## config.mk

```make
export PLATFORM = sky130hd
export DESIGN_NAME = uart_rx
export DESIGN_NICKNAME = d
export VERILOG_FILES = /design/src/rtl/uart_rx.sv
export SDC_FILE = /design/constraint.sdc
export NUM_CORES = 1
export LEC_CHECK = 0
export ABC_AREA = 1
export CORE_MARGIN = 3
export CORE_UTILIZATION = 60
export CTS_CLUSTER_DIAMETER = 120
export DETAILED_ROUTE_END_ITERATION = 8
export DONT_BUFFER_PORTS = 1
export PLACE_DENSITY = 0.76
export SLEW_MARGIN = 25
export SYNTH_ARGS = -nofsm -noshare
export SYNTH_HDL_FRONTEND = slang
export SYNTH_SLANG_ARGS = --single-unit
```

## constraint.sdc

```tcl
create_clock -name CLK -period 3.1 [get_ports CLK]
set_clock_uncertainty 0.15 [all_clocks]
set_input_delay 0.93 -clock CLK [delete_from_list [all_inputs] [get_ports CLK]]
set_output_delay 0.93 -clock CLK [all_outputs]
set_load 0.02 [all_outputs]
```

## src/rtl/uart_rx.sv

```systemverilog
// uart_rx: 8N1 UART receiver (MSB first) with a one-entry ready/valid holding register.
// Define UART_RX_SYNC_EN to insert a two-flop synchronizer on rx for asynchronous pins.
module uart_rx #(
  parameter int unsigned CLKS_PER_BIT = 1
) (
  input  logic       CLK,
  input  logic       RESET,
  input  logic       rx,
  output logic [7:0] data,
  output logic       valid,
  input  logic       ready,
  output logic       framing_err,
  output logic       overrun
);

  localparam int unsigned Half = CLKS_PER_BIT / 2;
  localparam int unsigned CntW = (CLKS_PER_BIT > 1) ? $clog2(CLKS_PER_BIT) : 1;
  localparam logic [CntW-1:0] HalfLast = CntW'((Half > 0) ? Half - 1 : 0);
  localparam logic [CntW-1:0] BitLast  = CntW'(CLKS_PER_BIT - 1);

  typedef enum logic [2:0] {StIdle, StStart, StData, StStop, StBreak} state_e;

  state_e          state_q;
  logic [CntW-1:0] cnt_q;
  logic [2:0]      bit_q;
  logic [7:0]      shreg_q;
  logic            rx_s;

`ifdef UART_RX_SYNC_EN
  logic [1:0] sync_q;

  always_ff @(posedge CLK) begin
    if (RESET) begin
      sync_q <= 2'b11;
    end else begin
      sync_q <= {sync_q[0], rx};
    end
  end

  assign rx_s = sync_q[1];
`else
  assign rx_s = rx;
`endif

  always_ff @(posedge CLK) begin
    if (RESET) begin
      state_q     <= StIdle;
      cnt_q       <= '0;
      bit_q       <= '0;
      shreg_q     <= '0;
      data        <= '0;
      valid       <= 1'b0;
      framing_err <= 1'b0;
      overrun     <= 1'b0;
    end else begin
      framing_err <= 1'b0;
      overrun     <= 1'b0;
      // A completing byte below overrides this clear when both happen together.
      if (valid && ready) begin
        valid <= 1'b0;
      end
      unique case (state_q)
        StIdle: begin
          if (!rx_s) begin
            cnt_q   <= '0;
            bit_q   <= '0;
            state_q <= (Half == 0) ? StData : StStart;
          end
        end
        StStart: begin
          if (cnt_q == HalfLast) begin
            cnt_q   <= '0;
            state_q <= rx_s ? StIdle : StData;
          end else begin
            cnt_q <= cnt_q + CntW'(1);
          end
        end
        StData: begin
          if (cnt_q == BitLast) begin
            cnt_q   <= '0;
            shreg_q <= {shreg_q[6:0], rx_s};
            bit_q   <= bit_q + 3'd1;
            if (bit_q == 3'd7) begin
              state_q <= StStop;
            end
          end else begin
            cnt_q <= cnt_q + CntW'(1);
          end
        end
        StStop: begin
          if (cnt_q == BitLast) begin
            cnt_q <= '0;
            if (rx_s) begin
              state_q <= StIdle;
              if (!valid || ready) begin
                data  <= shreg_q;
                valid <= 1'b1;
              end else begin
                overrun <= 1'b1;
              end
            end else begin
              framing_err <= 1'b1;
              state_q     <= StBreak;
            end
          end else begin
            cnt_q <= cnt_q + CntW'(1);
          end
        end
        StBreak: begin
          // Hold off until the line recovers so a stuck-low line cannot frame again.
          if (rx_s) begin
            state_q <= StIdle;
          end
        end
        default: state_q <= StIdle;
      endcase
    end
  end

endmodule

```

# Word-level counts from Yosys, hierarchy flattened
# Index checks and enable logic that the tools add are counted.
totals:
  out_inout_bits: 11
  in_bits: 4
  regBits: 26
  word_cells: 60
classes:
  n_mux: 22
  n_bitwise: 3
  n_reduce_logical: 14
  n_eq_ne: 11
  addsub: 2
ops:
  columns: ["cell", "count"]
  rows:
  - ["$mux 3", 9]
  - ["$pmux 3 s5", 1]
  - ["$ne 2x2->1 const B", 6]
  - ["$mux 1", 9]
  - ["$eq 3x2->1 const B", 2]
  - ["$eq 3x3->1 const B", 2]
  - ["$pmux 3 s2", 1]
  - ["$reduce_and 6->1", 1]
  - ["$reduce_or 3->1", 2]
  - ["$reduce_and 2->1", 2]
  - ["$reduce_and 4->1", 1]
  - ["$reduce_bool 2->1", 2]
  - ["$reduce_or 4->1", 1]
  - ["$add 3x1->3 const B", 1]
  - ["$eq 3x1->1 const B", 1]
  - ["$logic_not 3->1", 1]
  - ["$not 1->1", 3]
  - ["$reduce_and 3->1", 1]
  - ["$mux 2", 1]
  - ["$pmux 1 s2", 1]
  - ["$add 1x1->1 const B", 1]
  - ["$logic_and 1x1->1", 1]
  - ["$logic_not 1->1", 1]
  - ["$logic_or 1x1->1", 1]

# Logic depth before layout (Yosys ltp)
# Gate-level depths: netlist of run 1.
logic_depth:
  depth_word: 6
  ltp_mapped: 7
  depth_no_buf: 6

# Worst setup path before layout of run 1
# No wires, ideal clock.
synth_path:
  path_kind: "input -> register"
  startpoint: "input rx"
  endpoint: "register data[0]"
  n_path_buf: 1
  setup_ns: 0.113
  t_arrival_ns: 1.496
  required_ns: 2.837
  path_slack_ns: 1.341
  path_stages: 6
  path_cell_list: "nand4_2 > nor2_4 > buf_6 > nand2_1 > nand2_1 > nor2_1"
synth_between:
  elab_chain_cells: 1
synth_lines:
  columns: ["item", "line", "text"]
  rows:
  - ["start: declaration", "8", "input logic rx,"]
  - ["$reduce_and 4->1 (no line)", null, null]
  - ["end signal: assignment", "96", "data <= shreg_q;"]
  - ["end: declaration", "9", "output logic [7:0] data,"]
# Every way passes these cells.
# A chain may end at the register's enable or synchronous reset.

# Worst setup path in the final report of run 1
layout_path:
  startpoint: "register data[3]"
  endpoint: "output data[3]"
# No word-level cell between the ends.

==> results.yml, run 1 <==
worst_setup_path:
  r2r-end: "bit_q[0]"
  reg2reg_from: "state_q[0]"
  critPathKind: "flop to primary output"
  path_depth: 0
  crit_path_start_kind: "flop"
  endpoint: "data[3]"
  reg2reg_depth: 5
  arrival_ps: 780
  rrSetupSlack_ps: 1690
  required_ps: 2020
  startpoint: "data[3]"
  end_kind: "primary output"
  critical_path_peak_fanout: 2
die:
  core_um2: 1400
  die_h_um: 46.0
  die_area_um2: 2120
  rows: 13
  die_w_um: 46.0
  start_util: 0.688
  pin_count: 15
hold_path:
  hold_path_class: "flop to flop"
  hold_depth: 2
cells_and_area:
  syn_to_final_growth_pct: 2.21
  regArea_um2: 500
  stdcell_area_um2: 983
  num-fill-cells: 118
  diodes: 0
  final_nets: 130
  drive_gt1_frac: 0.0569
  multiInputGateArea_um2: 378
  final_cells: 138
synthesis:
  synth-simple-area-share: 0.239
  synth_nets: 129
  yosys_most_used_dff: "dfxtp_1"
  synthTopCellsByArea: "dfxtp_1 52%, nor2_1 9.4%, nand2_1 7.0%"
  synth_edf_count: 0
  synthTopCellsByCount: "25 x dfxtp_1, 24 x nor2_1, 18 x nand2_1, 15 x inv_1, 12 x a21oi_1"
  synth.avg_cell_area_um2: 7.82
  async_flop_share: 0
  ys_seq_area_frac: 0.520
  syn_inst: 123
  synthMuxAreaShare: 0
  yosysTopAreaCell: "dfxtp_1"
  ys_types: 19
  synth_most_common_cell: "dfxtp_1"
  synth_top_family_by_area: "simple AND/OR/NAND/NOR gates"
  synthAdderAreaFrac: 0.0260
  synth.cell_area_um2: 962
  synth_xor_area_frac: 0
  ys_warn_count: 0
  ys_ff_latch: 25
  synth_compound_area_frac: 0.127
  synth.top_cell.area_share: 0.520
timing:
  tightest_slew_ps: 521
  min_period_over_period: 0.600
  rsz0062_at_grt: "false"
  slew_headroom: 0.653
  slew_viol_final: 0
  fin_crit_ps: 1860
  final_hold_viol_count: 0
  tns_ps: 0
  finalSetupViolations: 0
  max_freq_mhz: 537
routing:
  drcViolationCount: 0
  wl_met1_um: 754
  wl_met3_um: 67
  vias: 746
  top_layer: "met4"
  drt_iter0_markers: 36
  wl_per_cell_um: 10.8
  route.met2.wl_um: 632
  ant_nets: 0
  via_per_inst: 5.41
  dr.pass1.iters: 4
  drt-total-wl_um: 1490
global_routing:
  grt_pass1_wl_um: 2580
  antenna_found_initial: 0
  gr-total-overflow: 0
  grt_pass1_vias: 623
  track_usage: 0.172
  grt_max_degree: 22
placement:
  place_area_um2: 957
  gp_congestion: 0.736
  dp.cells: 134
  hpwlAfterDp_um: 1070
  portBuffers: 0
cts:
  htreeDepth: 1
  clkLatencyLatePin_ps: 300
  clock-sinks: 25
  clk_pin_slew_ps: 120
  cts_resized: 0
  cts_tree: "done"
  clockRootBuffer: "clkbuf_4"
  cts_hold_buf: 0
  cts_buffer_depth: 2
  postCtsSetupBuffers: 0
  cts_buffers: 3
power_and_ir_drop:
  peakVddDrop_uv: 289
  p_switching_w: 0.000114
  power_density_nw_per_um2: 516
  switching_share: 0.225
  combPwrFrac: 0.063
  p_int_w: 0.000393
  leakage_nw: 0.405
  p_clk_frac: 0.269
  pwr-share-seq: 0.668
run_status:
  status: "completed"
run:
  drv_cap: 0
[registers in the layout (all words and copies together), names as in the netlist]
name	cells
shreg_q	8
valid	1
state_q	3
overrun	1
framing_err	1
data	8
bit_q	3
[power groups by stage]
stage                     Combinational, W  Sequential [W]  Clock, W
after global placement           0.0000314        0.000345         0
after global routing             0.0000385        0.000340  0.000158
after CTS                        0.0000324        0.000339  0.000143
final                            0.0000321        0.000339  0.000137
after floorplan                  0.0000277        0.000344         0
after detailed placement         0.0000323        0.000346         0
[stage by stage]
stage                     setup WS [ps]  power [W]  hold WS (ps)  utilization
after floorplan                    1340   0.000372           280            -
after global placement             1240   0.000377           294        0.684
after detailed placement           1220   0.000378           311        0.684
after CTS                          1230   0.000514           329        0.703
after global routing               1190   0.000537           348        0.703
final                              1240   0.000507           324        0.703
[layout by cell type, fill, tap and decap left out, drive strengths merged]
cell	instances
a21oi	12
nand3	4
o21ai	11
a211oi	1
nand2	18
dfxtp	25
ha	2
nor2	25
clkbuf	4
nor3	1
inv	16
nand4	4
[worst min-delay path by stage]
stage               start         end  slack (ps)
2_1_floorplan  shreg_q[7]  shreg_q[7]         280
3_3_place_gp   shreg_q[7]  shreg_q[7]         290
3_5_place_dp   shreg_q[6]  shreg_q[6]         310
4_1_cts        shreg_q[6]  shreg_q[6]         330
5_1_grt        shreg_q[6]  shreg_q[6]         350
6_report       shreg_q[2]  shreg_q[2]         320
[area by class of cell]
type,count,area share
well taps,15,0.0191
inverters,16,0.0611
multi-input cells,78,0.384
flip-flops and latches,25,0.509
clock buffers,4,0.0267
[kinds of logic (layout without fill, tap and decap cells)]
kind of cell,count (synthesis),after routing
DFF,25,25
buffers and inverters,20,20
and+or+nand+nor,52,52
adders and majority gates,2,2
AOI/OAI and AO/OA,24,24
[layer usage]
metal,vias to the layer above,GRT usage
li1,394,-
met1,332,0.227
met2,16,0.255
met3,4,0.0356
met4,0,0.102
met5,-,0
Note: power is estimated with default switching activity, not from simulation.
==> run 2, diff against run 1 <==
--- a/config.mk
+++ b/config.mk
@@ -6,12 +6,13 @@
 export NUM_CORES = 1
 export LEC_CHECK = 0
 export ABC_AREA = 1
+export CORE_ASPECT_RATIO = 0.8
 export CORE_MARGIN = 3
-export CORE_UTILIZATION = 60
+export CORE_UTILIZATION = 53
 export CTS_CLUSTER_DIAMETER = 120
 export DETAILED_ROUTE_END_ITERATION = 8
 export DONT_BUFFER_PORTS = 1
-export PLACE_DENSITY = 0.76
+export PLACE_DENSITY = 0.71
 export SLEW_MARGIN = 25
 export SYNTH_ARGS = -nofsm -noshare
 export SYNTH_HDL_FRONTEND = slang
==> constraint.sdc (replaced) <==
create_clock -name CLK -period 1.7 [get_ports CLK]
set_clock_uncertainty 0.15 [all_clocks]
set_input_delay 0.51 -clock CLK [delete_from_list [all_inputs] [get_ports CLK]]
set_output_delay 0.51 -clock CLK [all_outputs]
set_load 0.02 [all_outputs]
==> run 2 against run 1 <==
Compared with the run above:
- setup slack got worse by 990 ps
- routed wire length increased by 3.6%
- design area increased by 1.8%
- sequential share of layout area decreased by 0.89 points
- sequential power increased by 82%
- count of clock-buffer cells in the layout decreased by 1
- register-to-register slack got worse by 1400 ps
- sequential cell count unchanged
- hold slack got worse by 240 ps
- via count decreased by 0.27%
- global-route usage decreased by 1.8 points
- die area increased by 12%
- critical path type unchanged
==> results.yml, run 2 (same netlist as run 1, synthesis figures left out) <==
run_status:
  status: "completed"
routing:
  via_per_inst: 5.10
  ant_nets: 0
  drt_iter0_markers: 17
  vias: 744
  drt-total-wl_um: 1540
  wl_per_cell_um: 10.6
  dr.pass1.iters: 4
  drcViolationCount: 0
worst_setup_path:
  rrSetupSlack_ps: 280
  critPathKind: "flop to primary output"
  endpoint: "data[4]"
  end_kind: "primary output"
  reg2reg_from: "state_q[0]"
  required_ps: 1040
  reg2reg_depth: 5
  startpoint: "data[4]"
  r2r-end: "bit_q[0]"
  arrival_ps: 790
  critical_path_peak_fanout: 2
  path_depth: 0
  crit_path_start_kind: "flop"
global_routing:
  grt_use_met3: 0.0606
  track_usage: 0.154
  use_met1: 0.192
  antenna_found_initial: 0
  grt_pass1_wl_um: 2660
  grt_max_degree: 19
  grt_pass1_vias: 648
  gr-usage-met2: 0.247
  grt-busiest-layer: "met2"
  gr-total-overflow: 0
cts:
  cts_hold_buf: 0
  cts_buffers: 3
  clockRootBuffer: "clkbuf_4"
  htreeDepth: 1
  cts_resized: 0
  cts_tree: "done"
  clkLatencyLatePin_ps: 310
  postCtsSetupBuffers: 0
  cts_buffer_depth: 2
  clk_pin_slew_ps: 130
  clock-sinks: 25
cells_and_area:
  num-fill-cells: 156
  final_nets: 131
  diodes: 0
  drive_gt1_frac: 0.0726
  syn_to_final_growth_pct: 4.03
  layout_commonest_cell: "dfxtp_1"
  final_cells: 146
  stdcell_area_um2: 1000
  reg_top3: "data: 8 flops, shreg_q: 8 flops"
  layout_common_cells: "25 x dfxtp_1, 24 x nor2_1, 18 x nand2_1"
die:
  pin_count: 15
  start_util: 0.574
  die_w_um: 53.6
  core_um2: 1680
  rows: 13
  die_h_um: 44.1
  die_area_um2: 2370
power_and_ir_drop:
  leakage_nw: 0.413
  peakVddDrop_uv: 642
  power_density_nw_per_um2: 932
timing:
  slew_headroom: 0.686
  min_period_over_period: 0.853
  final_hold_viol_count: 0
  fin_crit_ps: 1450
  slew_viol_final: 0
  rsz0062_at_grt: "false"
  max_freq_mhz: 690
  finalSetupViolations: 0
  tightest_slew_ps: 468
  tns_ps: 0
hold_path:
  hold_path_class: "primary input to flop"
placement:
  hpwlAfterDp_um: 1140
  place_area_um2: 973
  gp_congestion: 0.800
  dp.cells: 142
  portBuffers: 0
run:
  drv_cap: 0
==> run 2: per-stage QoR <==
step | hold slack [ps] | worst slack [ps] | util | power [W]
2_1_floorplan | 280 | 361 | - | 0.000679
3_3_place_gp | 297 | 281 | 0.581 | 0.000688
3_5_place_dp | 303 | 252 | 0.581 | 0.000692
4_1_cts | 78.6 | 233 | 0.597 | 0.000946
5_1_grt | 62.2 | 107 | 0.597 | 0.000985
6_report | 88.7 | 251 | 0.597 | 0.000933
==> run 2: area by class of cell <==
cell class / count / area (µm²) / share of cell area
Tap cell: 22 / 27.5 / 0.0275
Sequential cell: 25 / 500 / 0.500
Inverter: 16 / 60.1 / 0.0600
Clock inverter: 1 / 5.00 / 0.00500
Multi-Input combinational cell: 78 / 378 / 0.377
Timing Repair Buffer: 1 / 7.51 / 0.00750
Clock buffer: 3 / 22.5 / 0.0225
==> run 2: how the worst min path moves through the flow <==
stage	start	end	slack [ps]	depth (start not counted)
after floorplan	shreg_q[7]	shreg_q[7]	280	2
after detailed placement	shreg_q[7]	shreg_q[7]	300	2
final	RESET	valid	90	1
after CTS	RESET	valid	80	1
after global routing	RESET	state_q[1]	60	1
after global placement	bit_q[0]	bit_q[0]	300	1
==> run 2: per-layer routing <==
layer  up-vias  part of all wire
met4         0            0.0084
met3         2             0.046
met2        12              0.47
met5         -                 0
met1       332              0.47
li1        398                 -
==> run 2: where the power goes <==
group          internal (W)  switching [W]
combinational     0.0000209      0.0000395
clock             0.0000880       0.000167
sequential         0.000606      0.0000110
total              0.000715       0.000218
